--- config.mk ---
export PLATFORM = sky130hd
export DESIGN_NAME = au_arbiter_flat
export DESIGN_NICKNAME = d
export VERILOG_FILES = /design/src/rtl/au_arbiter_pkg.sv /design/src/rtl/au_arbiter_if.sv /design/src/rtl/au_rr_arbiter.sv /design/src/rtl/au_arbiter.sv /design/src/flat_wrapper.sv
export SDC_FILE = /design/constraint.sdc
export NUM_CORES = 1
export LEC_CHECK = 0
export ABC_AREA = 1
export CAP_MARGIN = 10
export CORE_MARGIN = 4
export CORE_UTILIZATION = 30
export DETAILED_ROUTE_END_ITERATION = 10
export PLACE_DENSITY = 0.66
export SYNTH_ARGS = -nofsm -noshare
export SYNTH_HDL_FRONTEND = slang
export SYNTH_SLANG_ARGS = --single-unit
--- constraint.sdc ---
create_clock -name clk -period 1.4 [get_ports clk]
set_input_delay 0.14 -clock clk [delete_from_list [all_inputs] [get_ports clk]]
set_output_delay 0.14 -clock clk [all_outputs]
set_load 0.02 [all_outputs]
--- src/rtl/au_arbiter_pkg.sv ---
// Shared types and constants for the au_arbiter block: FSM state encoding,
// arithmetic-unit opcodes and an id-width helper.
package au_arbiter_pkg;

    typedef enum logic [1:0] {
        ST_IDLE = 2'd0,
        ST_EXEC = 2'd1,
        ST_RESP = 2'd2
    } state_e;

    localparam int unsigned OP_ADD = 0;
    localparam int unsigned OP_SUB = 1;
    localparam int unsigned OP_MUL = 2;
    localparam int unsigned OP_DIV = 3;
    localparam int unsigned OP_SHL = 4;
    localparam int unsigned OP_SHR = 5;
    localparam int unsigned OP_ROL = 6;
    localparam int unsigned OP_ROR = 7;

    // Requester index width; a single requester still gets a 1-bit id.
    function automatic int unsigned id_width(input int unsigned nreq);
        return (nreq > 1) ? $clog2(nreq) : 1;
    endfunction

endpackage

--- src/rtl/au_arbiter_if.sv ---
// Request, arithmetic-unit and response signals of au_arbiter.
// Handshakes: a transfer happens on a rising edge where valid and ready are both high.
interface au_arbiter_if
    import au_arbiter_pkg::*;
#(
    parameter int N    = 4,
    parameter int M    = 4,
    parameter int NREQ = 2
);
    localparam int IDW = id_width(NREQ);

    logic [NREQ-1:0]       req_valid;
    logic [NREQ-1:0]       req_ready;
    logic [NREQ*N-1:0]     req_a;
    logic [NREQ*N-1:0]     req_b;
    logic [NREQ*(M-1)-1:0] req_op;

    logic [N-1:0]          au_a;
    logic [N-1:0]          au_b;
    logic [M-2:0]          au_instruction;
    logic [N-1:0]          au_out;

    logic                  resp_valid;
    logic                  resp_ready;
    logic [N-1:0]          resp_data;
    logic [IDW-1:0]        resp_id;
    logic                  resp_err;

    modport slave (
        input  req_valid, req_a, req_b, req_op, au_out, resp_ready,
        output req_ready, au_a, au_b, au_instruction, resp_valid, resp_data, resp_id, resp_err
    );

    modport master (
        output req_valid, req_a, req_b, req_op, au_out, resp_ready,
        input  req_ready, au_a, au_b, au_instruction, resp_valid, resp_data, resp_id, resp_err
    );

endinterface

--- src/rtl/au_rr_arbiter.sv ---
// Combinational round-robin picker: one-hot grant of the first valid request
// found at ptr, ptr+1, ... wrapping at NREQ.
module au_rr_arbiter #(
    parameter int NREQ = 2,
    parameter int IDW  = 1
) (
    input  logic [NREQ-1:0] req,
    input  logic [IDW-1:0]  ptr,
    output logic [NREQ-1:0] grant,
    output logic [IDW-1:0]  gnt_idx,
    output logic            any
);
    localparam logic [IDW:0] NREQ_W = (IDW+1)'(NREQ);

    logic [NREQ-1:0] rot;
    logic [IDW:0]    sum;

    // rot[i] is the request at priority position i relative to ptr
    assign rot = NREQ'({req, req} >> ptr);

    always_comb begin
        any = 1'b0;
        sum = '0;
        for (int i = NREQ - 1; i >= 0; i--) begin
            if (rot[i]) begin
                any = 1'b1;
                sum = {1'b0, ptr} + (IDW+1)'(i);
            end
        end
        if (sum >= NREQ_W) begin
            sum = sum - NREQ_W;
        end
        gnt_idx = sum[IDW-1:0];
        grant   = any ? (NREQ'(1) << gnt_idx) : '0;
    end

endmodule

--- src/rtl/au_arbiter.sv ---
// Round-robin sequencer sharing one external arithmetic unit between NREQ requesters.
// Optional AU_ARBITER_DIVZERO_CHECK_EN: divide by zero returns all ones with resp_err set.
module au_arbiter
    import au_arbiter_pkg::*;
#(
    parameter int N    = 4,
    parameter int M    = 4,
    parameter int NREQ = 2
) (
    input  logic         clk,
    input  logic         rst,
    au_arbiter_if.slave  bus,
    output state_e       dbg_state
);
    localparam int OPW = M - 1;
    localparam int IDW = id_width(NREQ);
    localparam logic [IDW-1:0] LAST = IDW'(NREQ - 1);

    state_e          state, state_nx;
    logic [IDW-1:0]  rr_ptr, gnt_idx, cur_id;
    logic [NREQ-1:0] grant;
    logic            any_req;
    logic            take;
    logic [N-1:0]    sel_a, sel_b;
    logic [OPW-1:0]  sel_op;
    logic [N-1:0]    res_data;
    logic            res_err;

    au_rr_arbiter #(.NREQ(NREQ), .IDW(IDW)) u_rr (
        .req     (bus.req_valid),
        .ptr     (rr_ptr),
        .grant   (grant),
        .gnt_idx (gnt_idx),
        .any     (any_req)
    );

    always_ff @(posedge clk) begin
        if (rst) begin
            state <= ST_IDLE;
        end else begin
            state <= state_nx;
        end
    end

    always_comb begin
        state_nx = state;
        case (state)
            ST_IDLE: if (any_req) state_nx = ST_EXEC;
            ST_EXEC: state_nx = ST_RESP;
            ST_RESP: if (bus.resp_ready) state_nx = ST_IDLE;
            default: state_nx = ST_IDLE;
        endcase
    end

    // Grants are only visible in IDLE and never while reset is held
    always_comb begin
        bus.req_ready = '0;
        take          = 1'b0;
        if (state == ST_IDLE && !rst) begin
            bus.req_ready = grant;
            take          = any_req;
        end
    end

    assign dbg_state = state;

    always_comb begin
        sel_a  = '0;
        sel_b  = '0;
        sel_op = '0;
        for (int i = 0; i < NREQ; i++) begin
            if (gnt_idx == IDW'(i)) begin
                sel_a  = bus.req_a[i*N +: N];
                sel_b  = bus.req_b[i*N +: N];
                sel_op = bus.req_op[i*OPW +: OPW];
            end
        end
    end

    always_comb begin
        res_data = bus.au_out;
        res_err  = 1'b0;
`ifdef AU_ARBITER_DIVZERO_CHECK_EN
        if (bus.au_instruction == OPW'(OP_DIV) && bus.au_b == '0) begin
            res_data = '1;
            res_err  = 1'b1;
        end
`endif
    end

    always_ff @(posedge clk) begin
        if (rst) begin
            bus.au_a           <= '0;
            bus.au_b           <= '0;
            bus.au_instruction <= '0;
            rr_ptr             <= '0;
            cur_id             <= '0;
            bus.resp_valid     <= 1'b0;
            bus.resp_data      <= '0;
            bus.resp_id        <= '0;
            bus.resp_err       <= 1'b0;
        end else begin
            if (take) begin
                bus.au_a           <= sel_a;
                bus.au_b           <= sel_b;
                bus.au_instruction <= sel_op;
                cur_id             <= gnt_idx;
                rr_ptr             <= (gnt_idx == LAST) ? '0 : gnt_idx + IDW'(1);
            end
            if (state == ST_EXEC) begin
                bus.resp_data  <= res_data;
                bus.resp_err   <= res_err;
                bus.resp_id    <= cur_id;
                bus.resp_valid <= 1'b1;
            end else if (bus.resp_valid && bus.resp_ready) begin
                bus.resp_valid <= 1'b0;
            end
        end
    end

endmodule

--- src/flat_wrapper.sv ---
// flat-port wrapper written by rule: the top's interface ports become plain ports
module au_arbiter_flat import au_arbiter_pkg::*;
#(
    parameter int N    = 4,
    parameter int M    = 4,
    parameter int NREQ = 2
)
  (clk, rst, dbg_state, bus_req_valid, bus_req_a, bus_req_b, bus_req_op, bus_au_out, bus_resp_ready, bus_req_ready, bus_au_a, bus_au_b, bus_au_instruction, bus_resp_valid, bus_resp_data, bus_resp_id, bus_resp_err);
  au_arbiter_if #(.N(N), .M(M), .NREQ(NREQ)) bus_i ();
  input  logic clk;
  input  logic rst;
  output state_e dbg_state;
  input wire logic [$bits(bus_i.req_valid)-1:0] bus_req_valid;
  input wire logic [$bits(bus_i.req_a)-1:0] bus_req_a;
  input wire logic [$bits(bus_i.req_b)-1:0] bus_req_b;
  input wire logic [$bits(bus_i.req_op)-1:0] bus_req_op;
  input wire logic [$bits(bus_i.au_out)-1:0] bus_au_out;
  input wire logic [$bits(bus_i.resp_ready)-1:0] bus_resp_ready;
  output wire logic [$bits(bus_i.req_ready)-1:0] bus_req_ready;
  output wire logic [$bits(bus_i.au_a)-1:0] bus_au_a;
  output wire logic [$bits(bus_i.au_b)-1:0] bus_au_b;
  output wire logic [$bits(bus_i.au_instruction)-1:0] bus_au_instruction;
  output wire logic [$bits(bus_i.resp_valid)-1:0] bus_resp_valid;
  output wire logic [$bits(bus_i.resp_data)-1:0] bus_resp_data;
  output wire logic [$bits(bus_i.resp_id)-1:0] bus_resp_id;
  output wire logic [$bits(bus_i.resp_err)-1:0] bus_resp_err;
  assign bus_i.req_valid = bus_req_valid;
  assign bus_i.req_a = bus_req_a;
  assign bus_i.req_b = bus_req_b;
  assign bus_i.req_op = bus_req_op;
  assign bus_i.au_out = bus_au_out;
  assign bus_i.resp_ready = bus_resp_ready;
  assign bus_req_ready = bus_i.req_ready;
  assign bus_au_a = bus_i.au_a;
  assign bus_au_b = bus_i.au_b;
  assign bus_au_instruction = bus_i.au_instruction;
  assign bus_resp_valid = bus_i.resp_valid;
  assign bus_resp_data = bus_i.resp_data;
  assign bus_resp_id = bus_i.resp_id;
  assign bus_resp_err = bus_i.resp_err;
  au_arbiter #(.N(N), .M(M), .NREQ(NREQ)) u_core (.clk(clk), .rst(rst), .bus(bus_i), .dbg_state(dbg_state));
endmodule
==> reports/metrics.csv, run 1 <==
stage,metric,value,unit
outcome,status,"finished, final reports clean",
synthesis,async_reset_ff_share,0,%
placement,dp.cells,224,
setup_path,path_cells,"nor2_4, nand2_4, nor2_8, nand3_4, inv_2, buf_6",
sta,final-hold-violation-count,0,
synthesis,syn_nets,157,
synthesis,synth_ff_type,dfxtp_1,
setup_path,setup.worst_path.class,reg -> out,
detailed_routing,drc,0,
synthesis,synth_area_leaders,"dfxtp_1, nand2_1, nand3_1",
cells_and_area,num-nets-final,218,
global_routing,grt_antenna_before_repair,0,
setup_path,path_max_fanout,3,
synthesis,synth_cells,126,
clock_tree,clk_pin_slew,120,ps
synthesis,synth.top_cell.area_share,42.9,%
detailed_routing,vias,994,
synthesis,synth_cell_type_count,20,
detailed_routing,wirelength,2.52,mm
cells_and_area,area_growth_syn_to_layout,62.6,%
synthesis,synth_edf_count,0,
setup_path,cpLargestDelayFamily,simple AND/OR/NAND/NOR gates,
setup_path,worst_setup_path_end_kind,primary output,
pwr,ir_worst_vdd,0.000287,V
cells_and_area,multi_input_area,457,um^2
global_routing,overflow,0,
floorplanning,die_x,65.1,um
synthesis,synth-compound-area-share,12.5,%
global_routing,grt_pass1_wl,4.21,mm
synthesis,synth_commonest_cells,"nand2_1, dfxtp_1, inv_1",
pwr,p_leak,0.809,nW
global_routing,grt_usage,12.7,%
run,max_cap_viol_count,0,
synthesis,synthSimpleGateAreaFrac,32.2,%
clock_tree,holdBufCountCts,0,
floorplanning,die_height,65.1,um
setup_path,worstPathArrival,1220,ps
worst_hold_path,min_path_type,in -> reg,
synthesis,synth_top_cell_by_area,dfxtp_1,
synthesis,ys_seq_elements,21,
cells_and_area,drive_gt1_share,16.7,%
pwr,p_per_area,946,nW/um^2
setup_path,worstSetupStartpointType,flop,
clock_tree,cts_tree,yes,
synthesis,synth.avg_cell_area,7.78,um^2
sta,finalCriticalPeriod,1360,ps
sta,rsz0062_at_grt,true,
sta,holdWs,458,ps
synthesis,syn-cell-area,980,um^2
synthesis,synth_top_family_by_area,simple AND/OR/NAND/NOR gates,
placement,port_buffers,51,
clock_tree,root_buffer,clkbuf_4,
setup_path,critical_path.max_stage_delay,360,ps
global_routing,grt_max_degree,21,
synthesis,synth-adder-area-share,0,%
placement,gp_congestion,0.869,
floorplanning,core_area,3080,um^2
clock_tree,cts_buffers,3,
synthesis,ys.warnings.count,0,
clock_tree,h-tree-depth,1,
setup_path,cpMaxStageDelayCell,dfxtp_2,
setup_path,required,1260,ps
detailed_routing,ant_nets,0,
global_routing,grt_pass1_vias,971,
detailed_routing,detail_route.wl_per_cell,11.0,um
synthesis,seq_area_frac_synth,42.9,%
sta,maxSlewViolCount,0,
placement,dpl.hpwl,2.00,mm
floorplanning,die-area,4240,um^2
cells_and_area,ff_latch_area,423,um^2
cells_and_area,fill_cells,310,
detailed_routing,routed_via_density,4.32,
cells_and_area,final_cells,230,
synthesis,synthMuxAreaShare,0,%
synthesis,synth_xor_area_share,0,%
sta,setup_viol,0,
cells_and_area,antenna_cells,0,
sta,fmax,0.737,GHz
floorplanning,start_util,31.8,%
sta,skew,8.53,ps
detailed_routing,drt_iter0_drc,39,
sta,fin_crit_sh,96.9,%
floorplanning,rows,20,
clock_tree,clock_latency,310,ps
synthesis,yosysMostFrequentCell,nand2_1,
floorplanning,ios,53,
clock_tree,cts.sink_count,21,
setup_path,path_buf_inv,2,
detailed_routing,first_pass_iters,4,
clock_tree,clockBufferDepth,2,
[timing repair]
action,4_1_cts,5_1_grt
setup endpoints to repair,21,2
buffers inserted,0,2
resized for setup,30,7
pin swaps,0,1
[registers in the layout (all words and copies together) (netlist names)]
signal                     cells
u_core.rr_ptr                  1
u_core.bus.resp_id             1
u_core.bus.au_b                4
u_core.bus.au_a                4
u_core.bus.resp_data           4
u_core.bus.au_instruction      3
u_core.bus.resp_valid          1
u_core.dbg_state               2
u_core.cur_id                  1
[worst paths after layout]
kind / startpoint / end / slack [ps] / cells past startpoint
setup / recovery: u_core.dbg_state[0]$_SDFFE_PP0P_ / bus_req_ready[1] / 40 / 6
hold / removal: bus_req_op[3] / u_core.bus.au_instruction[0]$_SDFFE_PP0P_ / 460 / 3
setup reg to reg: u_core.dbg_state[0]$_SDFFE_PP0P_ / u_core.bus.au_instruction[2]$_SDFFE_PP0P_ / 190 / 7
hold reg to reg: u_core.bus.resp_valid$_SDFFE_PP0P_ / u_core.bus.resp_valid$_SDFFE_PP0P_ / 470 / 2
[power breakdown]
group	total, W	switching (W)	internal (W)	leakage, nW
logic	0.000511	0.000268	0.000242	0.620
registers	0.000699	0.0000325	0.000667	0.174
clock network	0.000298	0.000187	0.000111	0.0150
total	0.00151	0.000487	0.00102	0.809
[tightest hold or removal path: cells and delay by family]
kind	cells	cell delay, ps
AO/OA/AOI/OAI	1	90
buffers and inverters	1	450
AND/OR/NAND/NOR	1	60
[layer usage]
| metal | GRT usage [%] | part of all wire [%] | up-vias |
|---|---|---|---|
| met5 | 0 | 0 | - |
| met3 | 1.71 | 4.7 | 4 |
| met4 | 6.99 | 1.8 | 0 |
| li1 | - | - | 521 |
| met1 | 13.7 | 41 | 441 |
| met2 | 23.9 | 53 | 28 |
[logic make-up after synthesis]
logic type | Yosys count
and+or+nand+nor | 63
buffers and inverters | 22
DFF | 21
AOI/OAI and AO/OA | 19
other | 1
[area by class of cell]
type	instances	area share (%)
Clock buffer	4	1.65
Inverter	16	3.77
Multi-Input combinational cell	83	28.7
Sequential cell	21	26.6
Tap cell	44	3.46
Timing Repair Buffer	62	35.9
[stage by stage]
stage	TNS [ps]	area [um^2]	utilization (%)	power [W]	worst slack, ps
after floorplan	0	980	-	0.000988	241
after global placement	-797	1560	50.5	0.00124	-397
after detailed placement	-1310	1560	50.5	0.00125	-401
after CTS	0	1560	50.6	0.00150	12.9
after global routing	-50.7	1590	51.7	0.00161	-30.9
final	0	1590	51.7	0.00151	43.4
[placed cells by master (no fill, tap or decap)]
master	instances
a21oi_1	4
buf_4	11
buf_6	2
clkbuf_1	1
clkbuf_4	3
clkdlybuf4s50_1	30
conb_1	1
dfxtp_1	19
dfxtp_2	2
dlygate4sd2_1	19
inv_1	14
inv_2	2
nand2_1	30
nand2_2	4
nand2_4	1
nand3_1	12
nand3_4	1
nand3b_4	1
nor2_1	11
nor2_4	2
nor2_8	1
o211ai_1	8
o211ai_2	1
o21ai_0	6
No activity file was read; power rests on OpenSTA's default activity.
==> run 2, diff against run 1 <==
--- a/config.mk
+++ b/config.mk
@@ -8,9 +8,9 @@
 export ABC_AREA = 1
 export CAP_MARGIN = 10
 export CORE_MARGIN = 4
-export CORE_UTILIZATION = 30
+export CORE_UTILIZATION = 38
 export DETAILED_ROUTE_END_ITERATION = 10
-export PLACE_DENSITY = 0.66
+export PLACE_DENSITY = 0.81
 export SYNTH_ARGS = -nofsm -noshare
 export SYNTH_HDL_FRONTEND = slang
 export SYNTH_SLANG_ARGS = --single-unit
==> reports/metrics.csv, run 2 (synthesis results as in run 1) <==
stage,metric,value,unit
detailed_routing,wirelength,2.55,mm
clock_tree,root_buffer,clkbuf_4,
cells_and_area,multi_input_area,447,um^2
global_routing,grtUsageMet1,16.3,%
cells_and_area,ff_latch_area,423,um^2
global_routing,grt_pass1_wl,4.03,mm
floorplanning,die_height,58.8,um
sta,skew,0.966,ps
clock_tree,cts.sink_count,21,
sta,setup_viol,0,
global_routing,grtUsageMet2,28.9,%
setup_path,worstSetupStartpointType,flop,
clock_tree,clock_latency,300,ps
global_routing,grt_max_degree,21,
setup_path,critical_path.max_stage_delay,360,ps
sta,fin_crit_sh,96.1,%
detailed_routing,ant_nets,0,
outcome,status,"finished, final reports clean",
pwr,p_leak,0.883,nW
global_routing,top_usage_layer,met2,
pwr,p_per_area,947,nW/um^2
floorplanning,die-area,3450,um^2
floorplanning,ios,53,
global_routing,grt_antenna_before_repair,0,
clock_tree,cts_tree,yes,
pwr,ir_worst_vdd,0.000643,V
run,max_cap_viol_count,0,
global_routing,overflow,0,
global_routing,met3_usage,1.32,%
detailed_routing,detail_route.wl_per_cell,11.8,um
cells_and_area,final_common_cell,nand2_1,
cells_and_area,final_cell_mix,"nand2_1, clkdlybuf4s50_1, dfxtp_1",
floorplanning,core_area,2480,um^2
detailed_routing,vias,986,
clock_tree,h-tree-depth,1,
global_routing,grt_usage,14.9,%
cells_and_area,reg_top3,"u_core.bus.au_a: 4 flops, u_core.bus.au_b: 4 flops, u_core.bus.resp_data: 4 flops",
floorplanning,die_x,58.8,um
clock_tree,cts_buffers,3,
clock_tree,clockBufferDepth,2,
global_routing,grt_pass1_vias,980,
detailed_routing,routed_via_density,4.56,
setup_path,cpMaxStageDelayCell,dfxtp_2,
sta,holdWs,460,ps
floorplanning,rows,18,
cells_and_area,drive_gt1_share,16.7,%
placement,dpl.hpwl,2.00,mm
setup_path,setup.worst_path.class,reg -> out,
setup_path,required,1260,ps
cells_and_area,area_growth_syn_to_layout,62.2,%
detailed_routing,first_pass_iters,4,
pwr,power,0.00150,W
cells_and_area,fill_cells,225,
setup_path,worst_setup_path_end_kind,primary output,
floorplanning,start_util,39.5,%
placement,dp.cells,211,
detailed_routing,drc,0,
sta,finalCriticalPeriod,1350,ps
worst_hold_path,min_path_type,in -> reg,
cells_and_area,finalCoreUtilization,64.1,%
detailed_routing,drt_iter0_drc,19,
cells_and_area,num-nets-final,218,
setup_path,path_buf_inv,2,
setup_path,path_max_fanout,3,
setup_path,worstPathArrival,1210,ps
sta,fmax,0.743,GHz
sta,maxSlewViolCount,0,
placement,gp_congestion,0.765,
placement,port_buffers,51,
clock_tree,clk_pin_slew,110,ps
setup_path,cpLargestDelayFamily,simple AND/OR/NAND/NOR gates,
cells_and_area,antenna_cells,0,
cells_and_area,final_cells,216,
setup_path,path_cells,"nor2_4, nand2_4, nor2_8, nand3_2, inv_1, buf_6",
sta,final-hold-violation-count,0,
[run 2: cell types whose count changed in the layout (fill, tap and decap cells not counted), sizes merged]
cell / previous run / this run
dlymetal6s2s: 0 / 6
dlygate4sd2: 19 / 13
clkbuf: 4 / 3
clkinv: 0 / 1
[run 2: layer usage]
layer / vias to the layer above / part of all wire [%]
met2: 23 / 52
met4: 0 / 0.75
met1: 441 / 42
met3: 2 / 4.9
met5: - / 0
li1: 520 / -
[run 2: worst min-delay path, delay by kind of cell]
kind                   cells  cell delay [ps]
AO/OA/AOI/OAI              1               90
buffers and inverters      1              450
AND/OR/NAND/NOR            1               60
[run 2: final cells by class]
type / count / share of cell area (%)
Tap cell: 30 / 2.36
Inverter: 16 / 3.78
Clock inverter: 1 / 0.315
Sequential cell: 21 / 26.6
Clock buffer: 3 / 1.42
Timing Repair Buffer: 62 / 37.4
Multi-Input combinational cell: 83 / 28.1
[run 2: repair_timing]
action,in CTS,in global routing
setup endpoints to repair,15,8
hold endpoints to repair,0,0
buffers inserted,0,1
hold buffers,0,0
gates resized for setup,22,13
pin swaps,0,1
[run 2: stage by stage]
| stage | cell area (um^2) | worst slack, ps | setup TNS (ps) |
|---|---|---|---|
| floorplan | 980 | 241 | 0 |
| global placement | 1550 | -347 | -763 |
| detailed placement | 1550 | -358 | -1230 |
| CTS | 1550 | 0.332 | 0 |
| global route | 1590 | -19.9 | -30.3 |
| finish | 1590 | 54.1 | 0 |
[run 2: where the power goes]
part           switching, W  internal, W  leakage (nW)
combinational      0.000268     0.000248         0.691
clock              0.000181     0.000106        0.0177
sequential        0.0000341     0.000667         0.174
total              0.000483      0.00102         0.883
[run 2: worst paths after layout]
check                                                   startpoint                                  to  slack, ps  cells past startpoint
worst max-delay path              u_core.dbg_state[0]$_SDFFE_PP0P_                    bus_req_ready[1]         50                      6
worst max register to register    u_core.dbg_state[0]$_SDFFE_PP0P_     u_core.bus.au_a[1]$_SDFFE_PP0P_        240                      6
worst min-delay path                                  bus_req_a[4]     u_core.bus.au_a[0]$_SDFFE_PP0P_        460                      3
worst min register to register  u_core.bus.resp_valid$_SDFFE_PP0P_  u_core.bus.resp_valid$_SDFFE_PP0P_        470                      2
